===== src/rtl/dbg_pkg.sv =====
// Shared constants for the register-dump debug path: FSM encodings, frame header and frame sizing.
package dbg_pkg;

    localparam logic [2:0] IDLE = 3'd0;
    localparam logic [2:0] HALT = 3'd1;
    localparam logic [2:0] HDR  = 3'd2;
    localparam logic [2:0] LOAD = 3'd3;
    localparam logic [2:0] SEND = 3'd4;
    localparam logic [2:0] CHK  = 3'd5;

    localparam logic [7:0] DUMP_HEADER = 8'hA5;

    localparam int unsigned DEF_NUM_REGS = 32;
    localparam int unsigned DEF_DATA_W   = 32;

    // Header + data bytes + checksum.
    function automatic int unsigned frame_bytes(input int unsigned num_regs, input int unsigned data_w);
        return 2 + num_regs * data_w / 8;
    endfunction

    localparam int unsigned FRAME_BYTES = frame_bytes(DEF_NUM_REGS, DEF_DATA_W);

endpackage


===== src/rtl/register_dump_scheduler.sv =====
// Halts the pipeline, walks the register file through rd_addr and streams a framed,
// XOR-checksummed dump over the UART TX byte channel.
module register_dump_scheduler
    import dbg_pkg::*;
#(
    parameter int unsigned NUM_REGS    = DEF_NUM_REGS,
    parameter int unsigned ADDR_W      = 5,
    parameter int unsigned DATA_W      = DEF_DATA_W,
    parameter logic [7:0]  HEADER_BYTE = DUMP_HEADER
) (
    input  logic              clock,
    input  logic              reset,
    input  logic              dump_req,
    output logic              pipe_halt,
    input  logic              pipe_idle,
    output logic [ADDR_W-1:0] rd_addr,
    input  logic [DATA_W-1:0] rd_data,
    output logic [7:0]        tx_data,
    output logic              tx_valid,
    input  logic              tx_ready,
    output logic              busy,
    output logic              done
);

    localparam int unsigned       BPW       = DATA_W / 8;
    localparam int unsigned       CNT_W     = (BPW > 1) ? $clog2(BPW) : 1;
    localparam logic [ADDR_W-1:0] LAST_ADDR = ADDR_W'(NUM_REGS - 1);
    localparam logic [CNT_W-1:0]  LAST_BYTE = CNT_W'(BPW - 1);

    logic [2:0]        state, state_nxt;
    logic              pipe_halt_nxt, tx_valid_nxt, busy_nxt, done_nxt;
    logic [ADDR_W-1:0] rd_addr_nxt;
    logic [7:0]        tx_data_nxt, chk, chk_nxt, chk_upd;
    logic [DATA_W-1:0] shift, shift_nxt, shift_adv;
    logic [CNT_W-1:0]  byte_cnt, byte_cnt_nxt;
    logic              xfer;

    assign xfer      = tx_valid & tx_ready;
    assign chk_upd   = chk ^ tx_data;
    assign shift_adv = shift << 8;

    always_ff @(posedge clock) begin
        if (reset) begin
            state     <= IDLE;
            pipe_halt <= 1'b0;
            rd_addr   <= '0;
            tx_data   <= '0;
            tx_valid  <= 1'b0;
            busy      <= 1'b0;
            done      <= 1'b0;
            chk       <= '0;
            shift     <= '0;
            byte_cnt  <= '0;
        end else begin
            state     <= state_nxt;
            pipe_halt <= pipe_halt_nxt;
            rd_addr   <= rd_addr_nxt;
            tx_data   <= tx_data_nxt;
            tx_valid  <= tx_valid_nxt;
            busy      <= busy_nxt;
            done      <= done_nxt;
            chk       <= chk_nxt;
            shift     <= shift_nxt;
            byte_cnt  <= byte_cnt_nxt;
        end
    end

    always_comb begin
        state_nxt     = state;
        pipe_halt_nxt = pipe_halt;
        rd_addr_nxt   = rd_addr;
        tx_data_nxt   = tx_data;
        tx_valid_nxt  = tx_valid;
        busy_nxt      = busy;
        done_nxt      = 1'b0;
        chk_nxt       = chk;
        shift_nxt     = shift;
        byte_cnt_nxt  = byte_cnt;

        case (state)
            IDLE: begin
                if (dump_req) begin
                    pipe_halt_nxt = 1'b1;
                    busy_nxt      = 1'b1;
                    rd_addr_nxt   = '0;
                    chk_nxt       = '0;
                    state_nxt     = HALT;
                end
            end
            HALT: begin
                if (pipe_idle) begin
                    tx_data_nxt  = HEADER_BYTE;
                    tx_valid_nxt = 1'b1;
                    state_nxt    = HDR;
                end
            end
            HDR: begin
                if (xfer) begin
                    tx_valid_nxt = 1'b0;
                    state_nxt    = LOAD;
                end
            end
            // rd_addr was registered at least one cycle ago, so rd_data has settled.
            LOAD: begin
                shift_nxt    = rd_data;
                byte_cnt_nxt = '0;
                tx_data_nxt  = rd_data[DATA_W-1 -: 8];
                tx_valid_nxt = 1'b1;
                state_nxt    = SEND;
            end
            SEND: begin
                if (xfer) begin
                    chk_nxt      = chk_upd;
                    shift_nxt    = shift_adv;
                    byte_cnt_nxt = byte_cnt + CNT_W'(1);
                    if (byte_cnt == LAST_BYTE) begin
                        if (rd_addr != LAST_ADDR) begin
                            rd_addr_nxt  = rd_addr + ADDR_W'(1);
                            tx_valid_nxt = 1'b0;
                            state_nxt    = LOAD;
                        end else begin
                            tx_data_nxt = chk_upd;
                            state_nxt   = CHK;
                        end
                    end else begin
                        tx_data_nxt = shift_adv[DATA_W-1 -: 8];
                    end
                end
            end
            CHK: begin
                if (xfer) begin
                    tx_valid_nxt  = 1'b0;
                    pipe_halt_nxt = 1'b0;
                    done_nxt      = 1'b1;
                    busy_nxt      = 1'b0;
                    rd_addr_nxt   = '0;
                    state_nxt     = IDLE;
                end
            end
            default: begin
                state_nxt = IDLE;
            end
        endcase
    end

endmodule


===== config.mk =====
export PLATFORM = sky130hd
export DESIGN_NAME = register_dump_scheduler
export DESIGN_NICKNAME = d
export VERILOG_FILES = /design/src/rtl/dbg_pkg.sv /design/src/rtl/register_dump_scheduler.sv
export SDC_FILE = /design/constraint.sdc
export NUM_CORES = 1
export LEC_CHECK = 0
export BUFFER_PORTS_ARGS = -buffer_cell sky130_fd_sc_hd__buf_2
export CAP_MARGIN = 20
export CORE_MARGIN = 2
export CORE_UTILIZATION = 54
export DETAILED_ROUTE_END_ITERATION = 10
export PLACE_DENSITY = 0.79
export RECOVER_POWER = 100
export SYNTH_ARGS = -nofsm -noshare
export SYNTH_HDL_FRONTEND = slang
export SYNTH_SLANG_ARGS = --single-unit

===== constraint.sdc =====
create_clock -name clock -period 2.65 [get_ports clock]
set_input_delay 0.1325 -clock clock [delete_from_list [all_inputs] [get_ports clock]]
set_output_delay 0.1325 -clock clock [all_outputs]
set_load 0.05 [all_outputs]

After elaboration in Yosys (flattened, before gate mapping). Index checks and enable logic that the tools add are counted.

Bits of input ports: 37. Word-level logic and storage cells: 81. Register bits after elaboration: 53. Output and inout port bits: 17.

$add $sub $neg: 2. Bitwise logic cells: 3. Eq/ne operators: 16. Reductions and logical operators: 16. Muxes and demuxes: 35.

Operator list (number): two-way mux 8 bit (6); case mux 24 bit (2 select lines) (1); two-way mux 5 bit (5); two-way mux 24 bit (1); case mux 8 bit (3 select lines) (1); two-way mux 3 bit (7); case mux 3 bit (6 select lines) (1); AND reduction 6 bit (3); case mux 8 bit (2 select lines) (1); case mux 5 bit (3 select lines) (1); != test 2 bit, second input constant (7); bitwise XOR 8 bit (1); two-way mux 1 bit (7); == test 3 x 2 -> 1 bit, second input constant (2); == test 3 bit, second input constant (2); AND reduction 3 bit (2); nonzero test 2 bit (3); nonzero test 3 bit (2); adder 5 x 1 -> 5 bit, second input constant (1); != test 5 bit, second input constant (1); case mux 1 bit (4 select lines) (1); case mux 2 bit (2 select lines) (1); AND reduction 4 bit (1); nonzero test 4 bit (1); other kinds (12) (13).

Depth between registers and ports, before layout. Gate-level depths: netlist of the first run.

Depth after elaboration: 5. Depth in mapped cells: 7. Mapped depth without buffers: 7.

Worst setup path after synthesis of the first run. OpenSTA, ideal clock, no wires.

Path kind: reg-to-reg. Start point: register rd_addr[0]. End point: register tx_data[0]. Stages on the path, launching flop included: 8. Slack: 0.364 ns. Data required time: 2.527 ns. Arrival time: 2.163 ns. Clock period less this slack: 2.286 ns. Cell sequence: dfxtp_1 ha_1 and3_1 ha_1 and2b_1 o32a_4 a2111oi_4 nor2_1.

Word-level cells in the longest chain between the ends: 3.

RTL lines: from (decl) (RTL line register_dump_scheduler.sv:16) `output logic [ADDR_W-1:0] rd_addr,`; from (signal assigned) (RTL line register_dump_scheduler.sv:57) `rd_addr <= rd_addr_nxt;`; != test 5 bit (RTL line register_dump_scheduler.sv:117) `if (rd_addr != LAST_ADDR) begin`; != test 3 bit (no line); AND reduction 4 bit (no line); to (signal assigned) (RTL line register_dump_scheduler.sv:58) `tx_data <= tx_data_nxt;`; to (decl) (RTL line register_dump_scheduler.sv:18) `output logic [7:0] tx_data,`.

Every way passes these cells. A chain may end at the register's enable or synchronous reset.

Worst setup path in the final report of the first run.
Start point: register state[2]. End point: register byte_cnt[1].

Word-level cells in the longest chain between the ends: 3. Elaborated cells between the ends (all ways): 6. Classes of those cells: eq/ne (3); mux (1); reduce/logical (2).

RTL lines: from (decl) (RTL line register_dump_scheduler.sv:30) `logic [2:0] state, state_nxt;`; from (signal assigned) (RTL line register_dump_scheduler.sv:55) `state <= state_nxt;`; == test 3 bit or == test 3 x 2 -> 1 bit (tied branches) (RTL line register_dump_scheduler.sv:80) `case (state)`; != test 2 bit (no line) or nonzero test 2 bit (tied branches); AND reduction 2 bit (no line); to (signal assigned) (RTL line register_dump_scheduler.sv:64) `byte_cnt <= byte_cnt_nxt;`; to (decl) (RTL line register_dump_scheduler.sv:35) `logic [CNT_W-1:0] byte_cnt, byte_cnt_nxt;`.

Several ways; a longest one is shown, not always the timed one.

==> results.md, run 1 <==
* Crit Path Category: flop to flop
* CP startpoint kind: flop
* Synth Instances at 325
* Layout overhead on the synthesized area at 13.50%
* Initial Util at 56.13%
* Hold worst-path end: shift[5]$_SDFFE_PP0P_
* Via-to-Cell Ratio at 5.649
* Crit path capture type: flop
* RSZ-0062 raised after global routing: false
* Type of the most critical hold path: primary input to flop
* Share of post-route cells with drive strength above 1 at 15.72%
* Final Cycle Share at 81.77%
* Slew of the pin with the lowest slew margin at 0.7281 ns
* CP cell instances: or3b_4, nor2_1, or3b_2, a21oi_1
* Detailed placer's ending HPWL at 4168 um
* Fillers at 426
* Vias in the first global route at 2194
* DIE AREA at 5486 sq um
* Hold-fix buffers, CTS at 0
* DRC violations left at 0
* Final Hold Viols at 0
* N_diodes at 0
* CTS Buf Count at 5
* Final Critical Period at 2.167 ns
* Crit-path slowest cell: or3b_4
* H-tree Lvls at 2
* Setup_tns at 0 ns
* Via count at 2463
* FF-to-FF setup slack at 0.48 ns
* Endpoints failing setup at 0
* Clock transition at path regs at 0.10 ns
* Commonest cells after routing, fill and taps aside: nor2_1 (57), dfxtp_1 (53), nand2_1 (38)
* Routability congestion estimate from global placement at 0.8011
* ANT nets after route at 0
* DR iter-0 viols at 148
* Pwr Density at 835.3 nW/um^2
* Worst Path Max Fanout at 30
* EDFF count, synth at 0
* First-pass DRT Iterations at 4
* Largest net degree at the start of global routing at 39
* Unique cell type count in the Yosys netlist at 49
* Boundary pin count at 54
* CP peak stage delay at 0.61 ns
* Status: completed
* CP arrival at 2.36 ns
* Final net count at 408
* Syn Area/Cell at 8.158 sq um
* Asr flop ratio synth at 0%
* Longest Clk Path Bufs at 2
* Critical register-to-register path startpoint: state[2]$_SDFFE_PP0P_
* LEAKAGE at 1.134 nW
* VDD IR max at 0.4992 mV
* Drt wl/cell at 13.87 um
* Synthesized flop and latch total at 53
* Post-Layout Cell Count at 436
* Worst r2r path cells at 4
* Clock sink total at 53
* Initial antenna violation count at 0
* Total number of yosys warnings at 0
* Placed cell count at 428
* # Post-CTS Setup Buffers at 0
* Max Freq at 461.5 MHz
* Hold depth at 3
* Num rows at 25
* Ys flop type: dfxtp_1
* Port Buffers at 53
* Routed WL at 6048 um
* Critical Path RT at 2.84 ns
* First-pass GRT wire length at 9867 um
* Final Max Tran Viols at 0
* Reg-to-reg endpoint: byte_cnt[1]$_SDFFE_PP0P_
* Most common cell after layout, fill and taps aside: nor2_1
* CTS tree: done
* Post-CTS Resized at 0
* GR Overflow Total at 0
* GRT Total Usage at 22.94%
* Max cap viols at 0
* Max-Slew Margin vs Limit at 51.46%
* Hold_sp: rd_data[5]
* Die width at 74.07 um
* Sequential element share of the synthesized area at 40.02%
* Post-Syn Area at 2651 sq um
* CTS root buffer: clkbuf_8
* Clock latency on the worst-skew pair at 0.31 ns
* Die H at 74.07 um
* Syn Nets at 365
* Std-Cell Core Area at 4723 sq um
* Setup Skew at 0.01749 ns
==> critical path: cells and delay by family (launching register included) <==
kind,cells,cell delay [ns]
and+or+nand+nor,3,1.43
DFF,1,0.57
AOI/OAI and AO/OA,1,0.06
==> per-stage QoR <==
step | hold slack, ns | worst slack [ns] | instance area [sq um] | utilization [%] | power (mW)
after global placement | 0.3794 | 0.5726 | 2933 | 62.09 | 1.972
after CTS | 0.06766 | 0.4715 | 3044 | 64.45 | 2.544
final | 0.07309 | 0.4830 | 3009 | 63.71 | 2.513
after floorplan | 0.2867 | 0.3637 | 2651 | - | 1.804
after global routing | 0.07510 | 0.2934 | 3009 | 63.71 | 2.666
after detailed placement | 0.3923 | 0.4918 | 2933 | 62.09 | 1.993
==> how the worst max path moves through the flow <==
stage                            startpoint  cells past startpoint                       end  slack, ns
CTS                 rd_addr[0]$_SDFFE_PP0P_                      7   rd_addr[3]$_SDFFE_PP0P_       0.47
global route          state[2]$_SDFFE_PP0P_                      4  byte_cnt[1]$_SDFFE_PP0P_       0.29
detailed placement  rd_addr[0]$_SDFFE_PP0P_                      7   rd_addr[3]$_SDFFE_PP0P_       0.49
floorplan           rd_addr[0]$_SDFFE_PP0P_                      7   tx_data[0]$_SDFFE_PP0P_       0.36
global placement    rd_addr[0]$_SDFFE_PP0P_                      7   rd_addr[3]$_SDFFE_PP0P_       0.57
finish                state[2]$_SDFFE_PP0P_                      4  byte_cnt[1]$_SDFFE_PP0P_       0.48
==> power by group <==
group	leakage (nW)	switching [mW]	total [mW]	internal, mW
combinational	0.650	0.630	0.954	0.324
clock	0.0554	0.268	0.553	0.284
sequential	0.429	0.119	1.01	0.888
==> state kept, by name (all words and copies together) (netlist names) <==
signal and count:
shift 24, chk 8, tx_data 8, rd_addr 5, state 3, byte_cnt 2, busy 1, done 1
tx_valid 1
==> area by class of cell <==
| type | instances | area [sq um] | area share [%] |
|---|---|---|---|
| clock buffers | 6 | 72.57 | 2.412 |
| repair buffers | 60 | 296.5 | 9.854 |
| inverters | 3 | 11.26 | 0.3742 |
| well taps | 67 | 83.83 | 2.786 |
| clock inverters | 2 | 38.79 | 1.289 |
| flip-flops and latches | 53 | 1061 | 35.26 |
| multi-input cells | 245 | 1445 | 48.03 |
==> synthesized netlist by cell type, drive strengths merged (2+ instances only) <==
cell type | number | area share, %
mux2i | 2 | 0.76
nand3b | 8 | 2.3
a2bb2oi | 2 | 0.66
inv | 2 | 0.28
xnor2 | 8 | 2.6
a211oi | 2 | 0.57
nor2b | 2 | 0.47
nand3 | 3 | 0.57
and3 | 3 | 0.71
o21a | 2 | 0.57
a221oi | 5 | 1.7
a21oi | 31 | 5.9
nand2 | 38 | 5.4
nand2b | 5 | 1.2
ha | 3 | 1.4
clkbuf | 12 | 1.7
a311oi | 17 | 5.6
nor3b | 2 | 0.57
dfxtp | 53 | 40
o21ai | 23 | 4.3
or3b | 3 | 1.1
a22oi | 8 | 2.3
buf | 12 | 3.0
a31oi | 2 | 0.47
nor3 | 3 | 0.57
nor2 | 57 | 8.2
==> layer usage <==
layer  GRT usage, %  share of wire, %  vias up
met5              0                 0        -
met1          31.43                49     1145
li1               -                 -     1250
met4          7.677              0.84        0
met3          3.523               5.1        4
met2          37.10                45       64
==> kinds of logic after synthesis <==
| family | after synthesis | synth area share (%) |
|---|---|---|
| AND/OR/NAND/NOR | 130 | 22.79 |
| AO/OA/AOI/OAI | 101 | 26.81 |
| flip-flops | 53 | 40.02 |
| buffers and inverters | 27 | 5.144 |
| XOR/XNOR | 8 | 2.643 |
| multiplexers | 3 | 1.180 |
| adder cells (fa/ha/maj) | 3 | 1.416 |
(Power assumes the default switching activity.)
==> run 2, diff against run 1 <==
Settings changed: CORE_UTILIZATION 54 to 49, PLACE_DENSITY 0.79 to 0.75.
Clock period 2.65 ns to 1.89 ns, I/O delays scaled along.
==> results.md, run 2 (synthesized netlist as in run 1, its figures left out) <==
* Status: complete, but fails checks
* Failing checks: setup timing
* Hold-fix buffers, CTS at 0
* Pwr Density at 1110 nW/um^2
* Routed WL at 6310 um
* Metal2 WL at 2795 um
* Critical Path RT at 2.14 ns
* Most common cell after layout, fill and taps aside: nor2_1
* Worst Path Max Fanout at 5
* CTS root buffer: clkbuf_8
* Met3 WL post-DR at 392 um
* Initial Util at 51.26%
* Routability congestion estimate from global placement at 0.8067
* Port Buffers at 53
* FF-to-FF setup slack at -0.01 ns
* Max-Slew Margin vs Limit at 60.52%
* Critical register-to-register path startpoint: rd_addr[0]$_SDFFE_PP0P_
* Reg-to-reg endpoint: tx_data[6]$_SDFFE_PP0P_
* Max Freq at 525.8 MHz
* Type of the most critical hold path: primary input to flop
* Max cap viols at 0
* CTS Buf Count at 5
* Final Cycle Share at 100.6%
* Switching share of power at 41.89%
* Final net count at 425
* Commonest cells after routing, fill and taps aside: nor2_1 (56), dfxtp_1 (49), buf_2 (43)
* Endpoints failing setup at 3
* Hold depth at 3
* Via-to-Cell Ratio at 5.588
* Final Max Tran Viols at 0
* RSZ-0062 raised after global routing: true
* Clock Power Share at 18.6%
* First-pass GRT wire length at 10430 um
* First-pass DRT Iterations at 4
* Uppermost layer routed: met4
* Max reg flops at 24
* Largest net degree at the start of global routing at 39
* Int Pwr at 2.095 mW
* Layout overhead on the synthesized area at 22.51%
* H-tree Lvls at 2
* Std-Cell Core Area at 5172 sq um
* Hold worst-path end: tx_data[3]$_SDFFE_PP0P_
* LEAKAGE at 1.257 nW
* Die width at 77.56 um
* CP arrival at 2.15 ns
* CP cell instances: ha_4, and3_4, ha_4, and2b_2, buf_6, o32ai_4, buf_6, o21ai_1, nor2_1
* Reg power frac at 38.1%
* Longest Clk Path Bufs at 2
* Slew of the pin with the lowest slew margin at 0.5947 ns
* Post-place setup slack at -0.02100 ns
* CP peak stage delay at 0.37 ns
* Clock latency on the worst-skew pair at 0.31 ns
* Detailed placer's ending HPWL at 4356 um
* Crit-path slowest cell: dfxtp_4
* Sw Pwr at 1.510 mW
* Boundary pin count at 54
* Met1 wire length at 3048 um
* Via count at 2548
* Setup Skew at 0.006085 ns
* Hold WS at 0.02377 ns
* Clock sink total at 53
* Worst r2r path cells at 9
* GRT Total Usage at 21.23%
* Biggest register: shift
* Drt wl/cell at 13.84 um
* Final Hold Viols at 0
* Crit path from: rd_addr[0]$_SDFFE_PP0P_
* ANT nets after route at 0
* DIE AREA at 6016 sq um
* Final Critical Period at 1.902 ns
* GR Overflow Total at 0
* Clock transition at path regs at 0.10 ns
* CTS tree: done
* Vias in the first global route at 2241
* Crit Path Category: flop to flop
* Die H at 77.56 um
* Num rows at 26
* CP startpoint kind: flop
* VDD IR max at 0.5752 mV
* Crit path capture type: flop
* Combinational group share of total power at 43.3%
* Hold_sp: rd_data[27]
* Share of post-route cells with drive strength above 1 at 25.91%
* Initial antenna violation count at 0
* Largest regs: shift: 24 flops, chk: 8 flops, tx_data: 8 flops
* Worst Slack Setup Final at -0.01201 ns
* N_diodes at 0
* DRC violations left at 0
* DR iter-0 viols at 187
[run 2: cell count changes in the layout (fill, tap and decap cells not counted), sizes merged]
cell,before,now
inv,2,3
bufinv,1,0
clkinv,2,3
clkbuf,23,15
buf,43,67
[run 2: how the worst max path moves through the flow]
| stage | to | slack (ns) | cells after the start |
|---|---|---|---|
| after floorplan | tx_data[0]$_SDFFE_PP0P_ | -0.03 | 7 |
| after global placement | rd_addr[3]$_SDFFE_PP0P_ | 0.03 | 7 |
| after detailed placement | rd_addr[4]$_SDFFE_PP0P_ | -0.02 | 7 |
| after CTS | tx_data[5]$_SDFFE_PP0P_ | 0.001 | 8 |
| after global routing | tx_data[6]$_SDFFE_PP0P_ | -0.09 | 9 |
| final | tx_data[6]$_SDFFE_PP0P_ | -0.01 | 9 |
[run 2: per-stage QoR]
stage	cell area [sq um]	instances	utilization, %	power (mW)	TNS (ns)
6_report	3248	456	62.80	3.604	-0.02225
5_1_grt	3248	456	62.80	3.840	-0.4316
4_1_cts	3219	453	62.24	3.587	0
3_5_place_dp	3113	444	60.18	2.914	-0.02100
3_3_place_gp	3113	444	60.18	2.891	0
2_1_floorplan	2718	325	-	2.550	-0.09930
[run 2: metal layers]
layer | GRT usage (%) | up-vias
li1 | - | 1297
met1 | 29.42 | 1172
met2 | 33.91 | 71
met3 | 4.302 | 8
met4 | 5.357 | 0
met5 | 0 | -
[run 2: power by group through the flow]
stage	clock network, mW	registers [mW]	logic (mW)
after floorplan	0	1.57	0.983
after global placement	0	1.38	1.51
after detailed placement	0	1.39	1.52
after CTS	0.687	1.36	1.54
after global routing	0.741	1.40	1.70
final	0.669	1.37	1.56
[run 2: what timing repair did]
action | 4_1_cts | 5_1_grt
gates resized for setup | 1 | 12
setup endpoints to repair | 2 | 11
pin swaps | 0 | 8
buffers inserted | 1 | 3
[run 2: layout make-up]
cell class,count,area (sq um)
Clock buffer,5,68.82
Timing Repair Buffer,77,452.9
Clock inverter,3,26.28
Fill cell,454,1924
Inverter,3,11.26
Sequential cell,53,1071
Tap cell,70,87.58
Multi-Input combinational cell,245,1530
[run 2: critical path, delay by kind of cell (launching register included)]
| kind | cells | cell delay, ns |
|---|---|---|
| flops | 1 | 0.37 |
| compound gates | 2 | 0.39 |
| simple gates | 3 | 0.52 |
| fa+ha+maj | 2 | 0.25 |
| buf+inv | 2 | 0.30 |
